**src/rtl/octal_request_encoder.sv**
```systemverilog
// Octal request encoder: pending-request register with a registered grant/ACK handshake.
// Define OCTAL_ENC_ROUND_ROBIN_EN for round-robin grants; otherwise fixed priority (bit 7 highest).
module octal_request_encoder (
  input  logic       CLK,
  input  logic       RST,
  input  logic       EN,
  input  logic [7:0] A,
  input  logic       ACK,
  output logic [2:0] Y,
  output logic       VALID,
  output logic [7:0] PEND,
  output logic       DROP
);

  typedef enum logic {IDLE, GRANT} state_t;

  state_t     state_q, state_d;
  logic [7:0] p_q, p_d;
  logic [2:0] y_q, y_d;
  logic [2:0] last_q, last_d;
  logic       drop_q, drop_d;

  logic [7:0] clr;
  logic       accept;
  logic [2:0] sel;
  logic [2:0] idx;
  logic       found;

  assign accept = (state_q == GRANT) && ACK;
  assign clr    = accept ? (8'b1 << y_q) : '0;

  // Candidates are visited starting at LAST+1 with wrap; fixed priority keeps the
  // largest index seen, so its result does not depend on the starting point.
  always_comb begin
    sel   = 3'd0;
    found = 1'b0;
    idx   = 3'd0;
    for (int unsigned i = 0; i < 8; i++) begin
      idx = last_q + 3'(i) + 3'd1;
`ifdef OCTAL_ENC_ROUND_ROBIN_EN
      if (p_q[idx] && !found) begin
`else
      if (p_q[idx] && (!found || idx > sel)) begin
`endif
        sel   = idx;
        found = 1'b1;
      end
    end
  end

  always_comb begin
    state_d = state_q;
    y_d     = y_q;
    last_d  = last_q;
    p_d     = (p_q & ~clr) | (EN ? A : '0);
    drop_d  = EN && ((A & p_q & ~clr) != '0);
    case (state_q)
      IDLE: begin
        y_d = 3'd0;
        if (p_q != '0) begin
          y_d     = sel;
          state_d = GRANT;
        end
      end
      GRANT: begin
        if (ACK) begin
          y_d     = 3'd0;
          last_d  = y_q;
          state_d = IDLE;
        end
      end
      default: begin
        y_d     = 3'd0;
        state_d = IDLE;
      end
    endcase
  end

  always_ff @(posedge CLK) begin
    if (RST) begin
      state_q <= IDLE;
      p_q     <= '0;
      y_q     <= 3'd0;
      last_q  <= 3'b111;
      drop_q  <= 1'b0;
    end else begin
      state_q <= state_d;
      p_q     <= p_d;
      y_q     <= y_d;
      last_q  <= last_d;
      drop_q  <= drop_d;
    end
  end

  assign Y     = y_q;
  assign VALID = (state_q == GRANT);
  assign PEND  = p_q;
  assign DROP  = drop_q;

endmodule

```
**config.mk**
```make
export PLATFORM = sky130hd
export DESIGN_NAME = octal_request_encoder
export DESIGN_NICKNAME = d
export VERILOG_FILES = /design/src/rtl/octal_request_encoder.sv
export SDC_FILE = /design/constraint.sdc
export NUM_CORES = 1
export LEC_CHECK = 0
export ABC_AREA = 1
export CAP_MARGIN = 15
export CORE_UTILIZATION = 49
export CTS_BUF_LIST = sky130_fd_sc_hd__clkbuf_2
export CTS_CLUSTER_SIZE = 40
export DETAILED_ROUTE_END_ITERATION = 8
export PLACE_DENSITY = 0.8
export SYNTH_ARGS = -nofsm -noshare
export SYNTH_HDL_FRONTEND = slang
export SYNTH_SLANG_ARGS = --single-unit
```
**constraint.sdc**
```tcl
create_clock -name CLK -period 9.4 [get_ports CLK]
set_input_delay 1.88 -clock CLK [delete_from_list [all_inputs] [get_ports CLK]]
set_output_delay 1.88 -clock CLK [all_outputs]
set_load 0.02 [all_outputs]
```
==> flow_summary.yaml, run 1 <==
outcome:
  outcome: "complete, no violations"
die:
  die_h_microns: 66.2
  core_area_sq_um: 3800
  fp.dieArea_sq_um: 4380
  num_io_pins: 25
  die_width_microns: 66.2
  initial_core_util_pct: 53.2
  fp-row-count: 22
route:
  drt_pass1_iterations: 4
  wl_per_cell_microns: 12.6
  totalWireLength_microns: 5040
  drtAntennaViolNets: 0
  drc: 0
  drt_iter0_drc: 106
  via_per_inst: 5.46
  num_vias: 2185
sta:
  period_share_pct: 89.3
  finalHoldViolations: 0
  drv_slew: 0
  fmax_mhz: 119
  worstMarginPinSlew_ps: 521
  fin_ws_ps: 1010
  slew_headroom_pct: 65.2
  setup_viol: 0
  fin_crit_ps: 8390
  fin_worst_skew_ps: 8.76
clocking:
  clkTransAtPathRegs_ps: 150
  cts_sinks: 16
  clk_latency_ps: 300
  cts_tree: "done"
  cts_buffer_depth: 2
  cts_buffers: 3
  clockRootBuffer: "clkbuf_2"
  hold_buffers: 0
  htree_levels: 1
finish:
  design_area_sq_um: 2350
  multi_input_area_sq_um: 1510
  nFillCells: 374
  antenna_cells: 0
  regArea_sq_um: 324
  final_common_cell: "nand2_1"
  area_growth_pct: 16.4
  drive_gt1_share_pct: 11.9
  final_nets: 387
  final_cell_mix: "nand2_1, nand3_1, inv_1"
  fin_util_pct: 61.9
critical_path:
  critPathLaunchType: "flip-flop"
  endpoint_kind: "flip-flop"
  crit_path_start: "last_q[0]"
  crit_top_cell: "nand2_1"
  worstPathMaxFanout: 18
  slowest_delay_ps: 420
  r2r-start: "last_q[0]"
  critPathSlowestCell: "dfxtp_1"
  crit_type: "flip-flop to flip-flop"
  crit_required_ps: 9580
  arrival_ps: 8570
grt:
  antenna_found_initial: 0
  grt_start_max_net_pins: 19
  grt_pass1_vias: 2000
  grt_overflow: 0
  grtUsageTotal_pct: 24.4
  grt_pass1_wl_microns: 8350
flow_run:
  cap_violations: 0
synthesis:
  yosys_warnings: 0
  synthesis.nets: 359
  ys_seq_area_share_pct: 15.9
  syn_area_sq_um: 2020
  ys_types: 35
  synthCells: 325
  syn_avg_cell_area_sq_um: 6.21
  ys_ff_latch: 16
min_path:
  hold_class: "flip-flop to flip-flop"
  min_from: "Y[2]"
pwr:
  power_density_nw_per_um2: 277
  p_leak_nw: 1.15
  ir_drop_v: 0.000142
place:
  placedInstanceArea_sq_um: 2290
  io_buffers: 24
  gp_congestion: 0.859
  dp_hpwl_microns: 3950
  pre_cts_ws_ps: 340
## flip-flops by register name (all words and copies together), names as in the netlist
name,cells
last_q,3
PEND,8
Y,3
DROP,1
VALID,1
## cell usage after synthesis
cell type | number | area [sq um]
nand4_2 | 1 | 12.5
nand3_2 | 3 | 30.0
buf_6 | 2 | 22.5
a21oi_1 | 9 | 45.0
or2_1 | 1 | 6.26
nand3_1 | 44 | 220
nor2_2 | 2 | 12.5
a22oi_1 | 1 | 7.51
o22ai_1 | 10 | 62.6
nand2_2 | 8 | 50.1
clkbuf_4 | 1 | 7.51
xor2_4 | 1 | 27.5
inv_1 | 35 | 131
xnor2_1 | 1 | 8.76
nand2_4 | 2 | 22.5
nor2_1 | 15 | 56.3
clkbuf_1 | 1 | 3.75
nand2_1 | 97 | 364
xnor2_2 | 1 | 16.3
buf_4 | 1 | 7.51
dfxtp_1 | 16 | 320
inv_2 | 4 | 15.0
ha_1 | 22 | 275
and2_1 | 7 | 43.8
inv_6 | 1 | 8.76
or4_1 | 1 | 7.51
a31oi_1 | 2 | 12.5
o21ai_1 | 5 | 25.0
nor4_1 | 2 | 12.5
o21ai_0 | 15 | 75.1
o21ai_2 | 4 | 35.0
o211ai_1 | 3 | 22.5
clkinv_1 | 2 | 7.51
or2_4 | 1 | 8.76
a21oi_2 | 4 | 35.0
## repair_timing
action / 4_1_cts / 5_1_grt
endpoints found under the setup margin: 0 / 3
setup buffers: 0 / 3
gates resized for setup: 0 / 7
## where the power goes
group | internal (mW) | switching, mW | total [mW]
logic | 0.213 | 0.313 | 0.526
registers | 0.0773 | 0.0155 | 0.0927
clock network | 0.00924 | 0.0220 | 0.0312
## metrics by stage
step / setup TNS (ps) / cells / power, mW / hold WS, ps
finish: 0 / 400 / 0.650 / 563
CTS: 0 / 397 / 0.646 / 562
global placement: 0 / 393 / 0.599 / 533
detailed placement: 0 / 393 / 0.612 / 537
floorplan: 0 / 325 / 0.507 / 571
global route: -17.4 / 400 / 0.745 / 583
## cell type report
class | instances | share of cell area [%]
clock buffers | 3 | 0.639
clock inverters | 1 | 0.160
inverters | 42 | 7.19
multi-input cells | 262 | 64.2
flip-flops and latches | 16 | 13.8
well taps | 48 | 2.56
repair buffers | 28 | 11.5
## cells by family (layout without fill, tap and decap cells)
group                    count (synthesis)  after routing  synth area share, %
AO/OA/AOI/OAI                           53             53                 15.9
XOR/XNOR                                 3              3                 2.60
adder cells (fa/ha/maj)                 22             22                 13.6
buffers and inverters                   47             74                 10.1
flip-flops                              16             16                 15.9
AND/OR/NAND/NOR                        184            184                 41.9
## metal layers
layer	up-vias	GRT usage (%)	routed length (microns)	part of all wire, %
li1	1136	-	-	-
met1	981	29.0	2290	46
met2	60	45.4	2480	49
met3	8	1.38	207	4.1
met4	0	8.78	53	1.1
met5	-	0	0	0
## final timing paths
kind                            slack, ps   end  cells past startpoint
worst min register to register        560  Y[2]                      2
worst max register to register       1010  Y[1]                     67
worst min-delay path                  560  Y[2]                      2
worst max-delay path                 1010  Y[1]                     67
## worst max-delay path, delay by kind of cell (launching register included)
kind	cells	cell delay (ps)
flip-flops	1	420
adder cells (fa/ha/maj)	8	2310
AO/OA/AOI/OAI	13	1470
XOR/XNOR	1	160
buffers and inverters	8	790
AND/OR/NAND/NOR	37	3110
Note: power is estimated with default switching activity, not from simulation.
==> run 2, diff against run 1 <==
--- a/config.mk
+++ b/config.mk
@@ -11,7 +11,7 @@
 export CTS_BUF_LIST = sky130_fd_sc_hd__clkbuf_2
 export CTS_CLUSTER_SIZE = 40
 export DETAILED_ROUTE_END_ITERATION = 8
-export PLACE_DENSITY = 0.8
+export PLACE_DENSITY = 0.74
 export SYNTH_ARGS = -nofsm -noshare
 export SYNTH_HDL_FRONTEND = slang
 export SYNTH_SLANG_ARGS = --single-unit
==> constraint.sdc (replaced) <==
create_clock -name CLK -period 10.3 [get_ports CLK]
set_input_delay 2.06 -clock CLK [delete_from_list [all_inputs] [get_ports CLK]]
set_output_delay 2.06 -clock CLK [all_outputs]
set_load 0.02 [all_outputs]
==> run 2 against run 1 <==
Setup slack better by 440 ps. Clock skew decreased by 8.3 ps. Combinational power fell by 9.1%. Via count shrank 3.5%. Register-to-register slack improved by 440 ps. Sequential share of layout area is essentially flat. Die area is the same. Largest cell class unchanged. Sequential power is 11% lower. Sequential cell count unchanged.
==> flow_summary.yaml, run 2 (synthesized netlist as in run 1, its figures left out) <==
min_path:
  hold_class: "flip-flop to flip-flop"
critical_path:
  endpoint_kind: "flip-flop"
  slowest_delay_ps: 660
  crit_path_start: "last_q[1]"
  crit_type: "flip-flop to flip-flop"
  r2r-start: "last_q[1]"
  critPathLaunchType: "flip-flop"
  crit_top_cell: "nand2_1"
  cp_top_family: "simple AND/OR/NAND/NOR gates"
  cp.depth: 66
  crit_buf_inv: 8
  r2r_cells: 66
  arrival_ps: 9030
  endpoint: "Y[1]"
  worstPathMaxFanout: 10
  r2r-end: "Y[1]"
  reg2reg_slack_ps: 1450
  critPathSlowestCell: "ha_1"
  crit_required_ps: 10470
die:
  die_h_microns: 66.2
  die_width_microns: 66.2
  fp.dieArea_sq_um: 4380
  num_io_pins: 25
  core_area_sq_um: 3800
  fp-row-count: 22
  initial_core_util_pct: 53.2
route:
  drtAntennaViolNets: 0
  totalWireLength_microns: 4740
  drc: 0
  via_per_inst: 5.30
  drt_iter0_drc: 88
  num_vias: 2109
  drt_pass1_iterations: 4
  wl_per_cell_microns: 11.9
finish:
  nFillCells: 379
  final_common_cell: "nand2_1"
  final_nets: 386
  final_cell_mix: "nand2_1, nand3_1, inv_1"
  largest_reg_flops: 8
  area_growth_pct: 14.7
  drive_gt1_share_pct: 10.9
  design_area_sq_um: 2320
  regArea_sq_um: 320
  multi_input_area_sq_um: 1500
  antenna_cells: 0
place:
  io_buffers: 24
  placedInstanceArea_sq_um: 2300
  gp_congestion: 0.852
  dp_hpwl_microns: 3820
grt:
  grt_pass1_wl_microns: 8360
  grt_overflow: 0
  grtUsageTotal_pct: 24.1
  antenna_found_initial: 0
  grt_start_max_net_pins: 19
  grt_pass1_vias: 1977
pwr:
  power_density_nw_per_um2: 254
  total_power_mw: 0.587
  ir_drop_v: 0.000116
  p_leak_nw: 1.15
sta:
  finalHoldViolations: 0
  drv_slew: 0
  fmax_mhz: 113
  period_share_pct: 86.0
  fin_crit_ps: 8850
  setup_tns_ps: 0
  worstMarginPinSlew_ps: 512
  slew_headroom_pct: 65.8
  fin_worst_skew_ps: 0.510
  rsz0062_at_grt: "no"
  setup_viol: 0
clocking:
  clk_latency_ps: 280
  cts_tree: "done"
  ctsResizeCount: 0
  hold_buffers: 0
  htree_levels: 1
  clockRootBuffer: "clkbuf_2"
  post_cts_buffers: 0
  cts_buffers: 3
  cts_sinks: 16
  cts_buffer_depth: 2
  clkTransAtPathRegs_ps: 130
flow_run:
  cap_violations: 0
outcome:
  outcome: "complete, no violations"
run 2: cell count changes in the layout (fill, tap and decap cells not counted), sizes merged:
cell      change
clkinvlp      -1
buf           -1
run 2: through the flow:
step                std cells  hold WS (ps)  worst slack, ps  utilization [%]
floorplan                 325           571             2560                -
global placement          395           526             1700             60.6
detailed placement        395           534             1540             60.6
CTS                       398           556             1490             61.0
global route              398           588              315             61.0
finish                    398           548             1450             61.0
run 2: final cells by class:
type / count / area share, %
Timing Repair Buffer: 27 / 11.3
Multi-Input combinational cell: 262 / 64.6
Inverter: 42 / 7.02
Tap cell: 48 / 2.59
Clock buffer: 3 / 0.648
Sequential cell: 16 / 13.8
run 2: worst min path at each step:
| stage | end | slack (ps) | from | cells after the start |
|---|---|---|---|---|
| 2_1_floorplan | last_q[1] | 570 | last_q[1] | 2 |
| 3_3_place_gp | Y[2] | 530 | Y[2] | 2 |
| 3_5_place_dp | Y[2] | 530 | Y[2] | 2 |
| 4_1_cts | Y[2] | 560 | Y[2] | 2 |
| 5_1_grt | PEND[4] | 590 | PEND[4] | 2 |
| 6_report | Y[2] | 550 | Y[2] | 2 |
run 2: power breakdown:
part / internal (mW) / switching (mW) / total (mW)
Clock: 0.00794 / 0.0182 / 0.0261
Sequential: 0.0705 / 0.0123 / 0.0827
Combinational: 0.193 / 0.285 / 0.478
run 2: metal layers:
| layer | global-route usage (%) | part of all wire [%] | vias up |
|---|---|---|---|
| li1 | - | - | 1137 |
| met1 | 30.9 | 49 | 926 |
| met2 | 41.8 | 47 | 37 |
| met3 | 1.03 | 3.0 | 9 |
| met4 | 9.84 | 1.2 | 0 |
| met5 | 0 | 0 | - |
run 2: worst register-to-register path, delay by kind of cell (launching register included):
family,cells,cell delay (ps)
buffers and inverters,8,870
DFF,1,360
and+or+nand+nor,37,3230
adders and majority gates,8,2780
AOI/OAI and AO/OA,13,1490
==> run 3, diff against run 2 <==
--- a/config.mk
+++ b/config.mk
@@ -9,9 +9,10 @@
 export CAP_MARGIN = 15
 export CORE_UTILIZATION = 49
 export CTS_BUF_LIST = sky130_fd_sc_hd__clkbuf_2
-export CTS_CLUSTER_SIZE = 40
 export DETAILED_ROUTE_END_ITERATION = 8
+export MAX_ROUTING_LAYER = met4
 export PLACE_DENSITY = 0.74
+export REMOVE_ABC_BUFFERS = 1
 export SYNTH_ARGS = -nofsm -noshare
 export SYNTH_HDL_FRONTEND = slang
 export SYNTH_SLANG_ARGS = --single-unit
==> run 3 against run 2 <==
Sequential share of layout area grew 0.090 points. Count of clock-buffer cells in the layout is the same. Register-to-register slack lost 260 ps. Clock skew grew 0.82 ps. Global-route usage is essentially flat. Critical path type unchanged. Largest cell class unchanged. Highest routed layer unchanged.
==> flow_summary.yaml, run 3 (synthesized netlist as in run 1, its figures left out) <==
critical_path:
  crit_required_ps: 10470
  critPathLaunchType: "flip-flop"
  endpoint_kind: "flip-flop"
  slowest_delay_ps: 620
  crit_top_cell: "nand2_1"
  worstPathMaxFanout: 10
  critPathSlowestCell: "ha_1"
  crit_type: "flip-flop to flip-flop"
  arrival_ps: 9280
route:
  met3_length_microns: 165
  num_vias: 2123
  wl_per_cell_microns: 12.3
  totalWireLength_microns: 4860
  drtAntennaViolNets: 0
  top_layer: "met4"
  drt_pass1_iterations: 4
  drt_iter0_drc: 96
  drc: 0
  met2_length_microns: 2350
  wl_met1_microns: 2300
  via_per_inst: 5.36
pwr:
  clkPwrFrac_pct: 4.5
  ir_drop_v: 0.000122
  internal-power_mw: 0.271
  pwr-share-comb_pct: 81.2
  power_density_nw_per_um2: 256
  power_switching_mw: 0.319
  seq_power_share_pct: 14.2
  p_sw_share_pct: 54.1
  p_leak_nw: 1.14
grt:
  antenna_found_initial: 0
  grt_overflow: 0
  grt_pass1_vias: 1902
  grtUsageTotal_pct: 24.1
  grt_pass1_wl_microns: 8050
  grt_start_max_net_pins: 19
clocking:
  ctsResizeCount: 0
  clk_latency_ps: 280
  cts_buffer_depth: 2
  hold_buffers: 0
  cts_tree: "done"
  cts_buffers: 3
  clockRootBuffer: "clkbuf_2"
  cts_sinks: 16
  post_cts_buffers: 0
  clkTransAtPathRegs_ps: 140
  htree_levels: 1
die:
  core_area_sq_um: 3800
  num_io_pins: 25
  fp.dieArea_sq_um: 4380
  initial_core_util_pct: 53.2
  die_h_microns: 66.2
  die_width_microns: 66.2
  fp-row-count: 22
sta:
  setup_viol: 0
  slew_headroom_pct: 64.6
  finalHoldViolations: 0
  period_share_pct: 88.5
  fin_crit_ps: 9110
  drv_slew: 0
  fmax_mhz: 110
  fin_worst_skew_ps: 1.33
  setup_tns_ps: 0
  rsz0062_at_grt: "no"
  worstMarginPinSlew_ps: 530
place:
  gp_congestion: 0.909
  dp_hpwl_microns: 3860
  io_buffers: 24
  place_inst: 393
flow_run:
  cap_violations: 0
finish:
  final_nets: 384
  area_growth_pct: 13.9
  final_common_cell: "nand2_1"
  fin_cells: 396
  antenna_cells: 0
  largest_reg_flops: 8
  nFillCells: 397
  drive_gt1_share_pct: 10.3
  final_cell_mix: "nand2_1, nand3_1, inv_1"
min_path:
  hold_class: "flip-flop to flip-flop"
outcome:
  outcome: "complete, no violations"
## run 3: cell types whose count changed in the layout (fill, tap and decap cells not counted), sizes merged
cell  change
buf       -2
## run 3: critical path: cells and delay by family (launching register included)
family          cells  cell delay [ps]
flops               1              580
simple gates       38             3320
fa+ha+maj           8             2760
compound gates     12             1380
buf+inv             7              930
## run 3: power by group through the flow
stage | Clock, mW | Combinational, mW | Sequential, mW
floorplan | 0 | 0.367 | 0.0915
global placement | 0 | 0.466 | 0.0852
detailed placement | 0 | 0.476 | 0.0850
CTS | 0.0265 | 0.479 | 0.0838
global route | 0.0295 | 0.549 | 0.0855
finish | 0.0267 | 0.479 | 0.0840
## run 3: routing by layer
metal	vias to the layer above	track usage [%]
met3	9	0.862
met2	47	41.6
met4	0	8.24
met1	935	30.0
met5	-	-
li1	1132	-
## run 3: through the flow
stage                     worst slack, ps  hold slack (ps)  power [mW]  instance area [sq um]  util [%]
final                                1190              553       0.590                   2300      60.6
after global placement               1450              536       0.551                   2290      60.2
after global routing                  216              597       0.664                   2300      60.6
after detailed placement             1280              538       0.561                   2290      60.2
after CTS                            1210              560       0.589                   2300      60.6
after floorplan                      2280              571       0.459                   1980         -
## run 3: worst paths after layout
check / start / endpoint / slack [ps] / cells after the start
hold reg to reg: Y[2] / Y[2] / 550 / 2
setup / recovery: last_q[1] / Y[0] / 1190 / 65
hold / removal: Y[2] / Y[2] / 550 / 2
setup reg to reg: last_q[1] / Y[0] / 1190 / 65
## run 3: cell type report
cell class                      instances  area, sq um  share of cell area, %
Multi-Input combinational cell        262         1500                   65.0
Sequential cell                        16          320                   13.9
Timing Repair Buffer                   25          248                   10.8
Inverter                               42          163                   7.07
Tap cell                               48         60.1                   2.61
Clock buffer                            3         15.0                  0.653
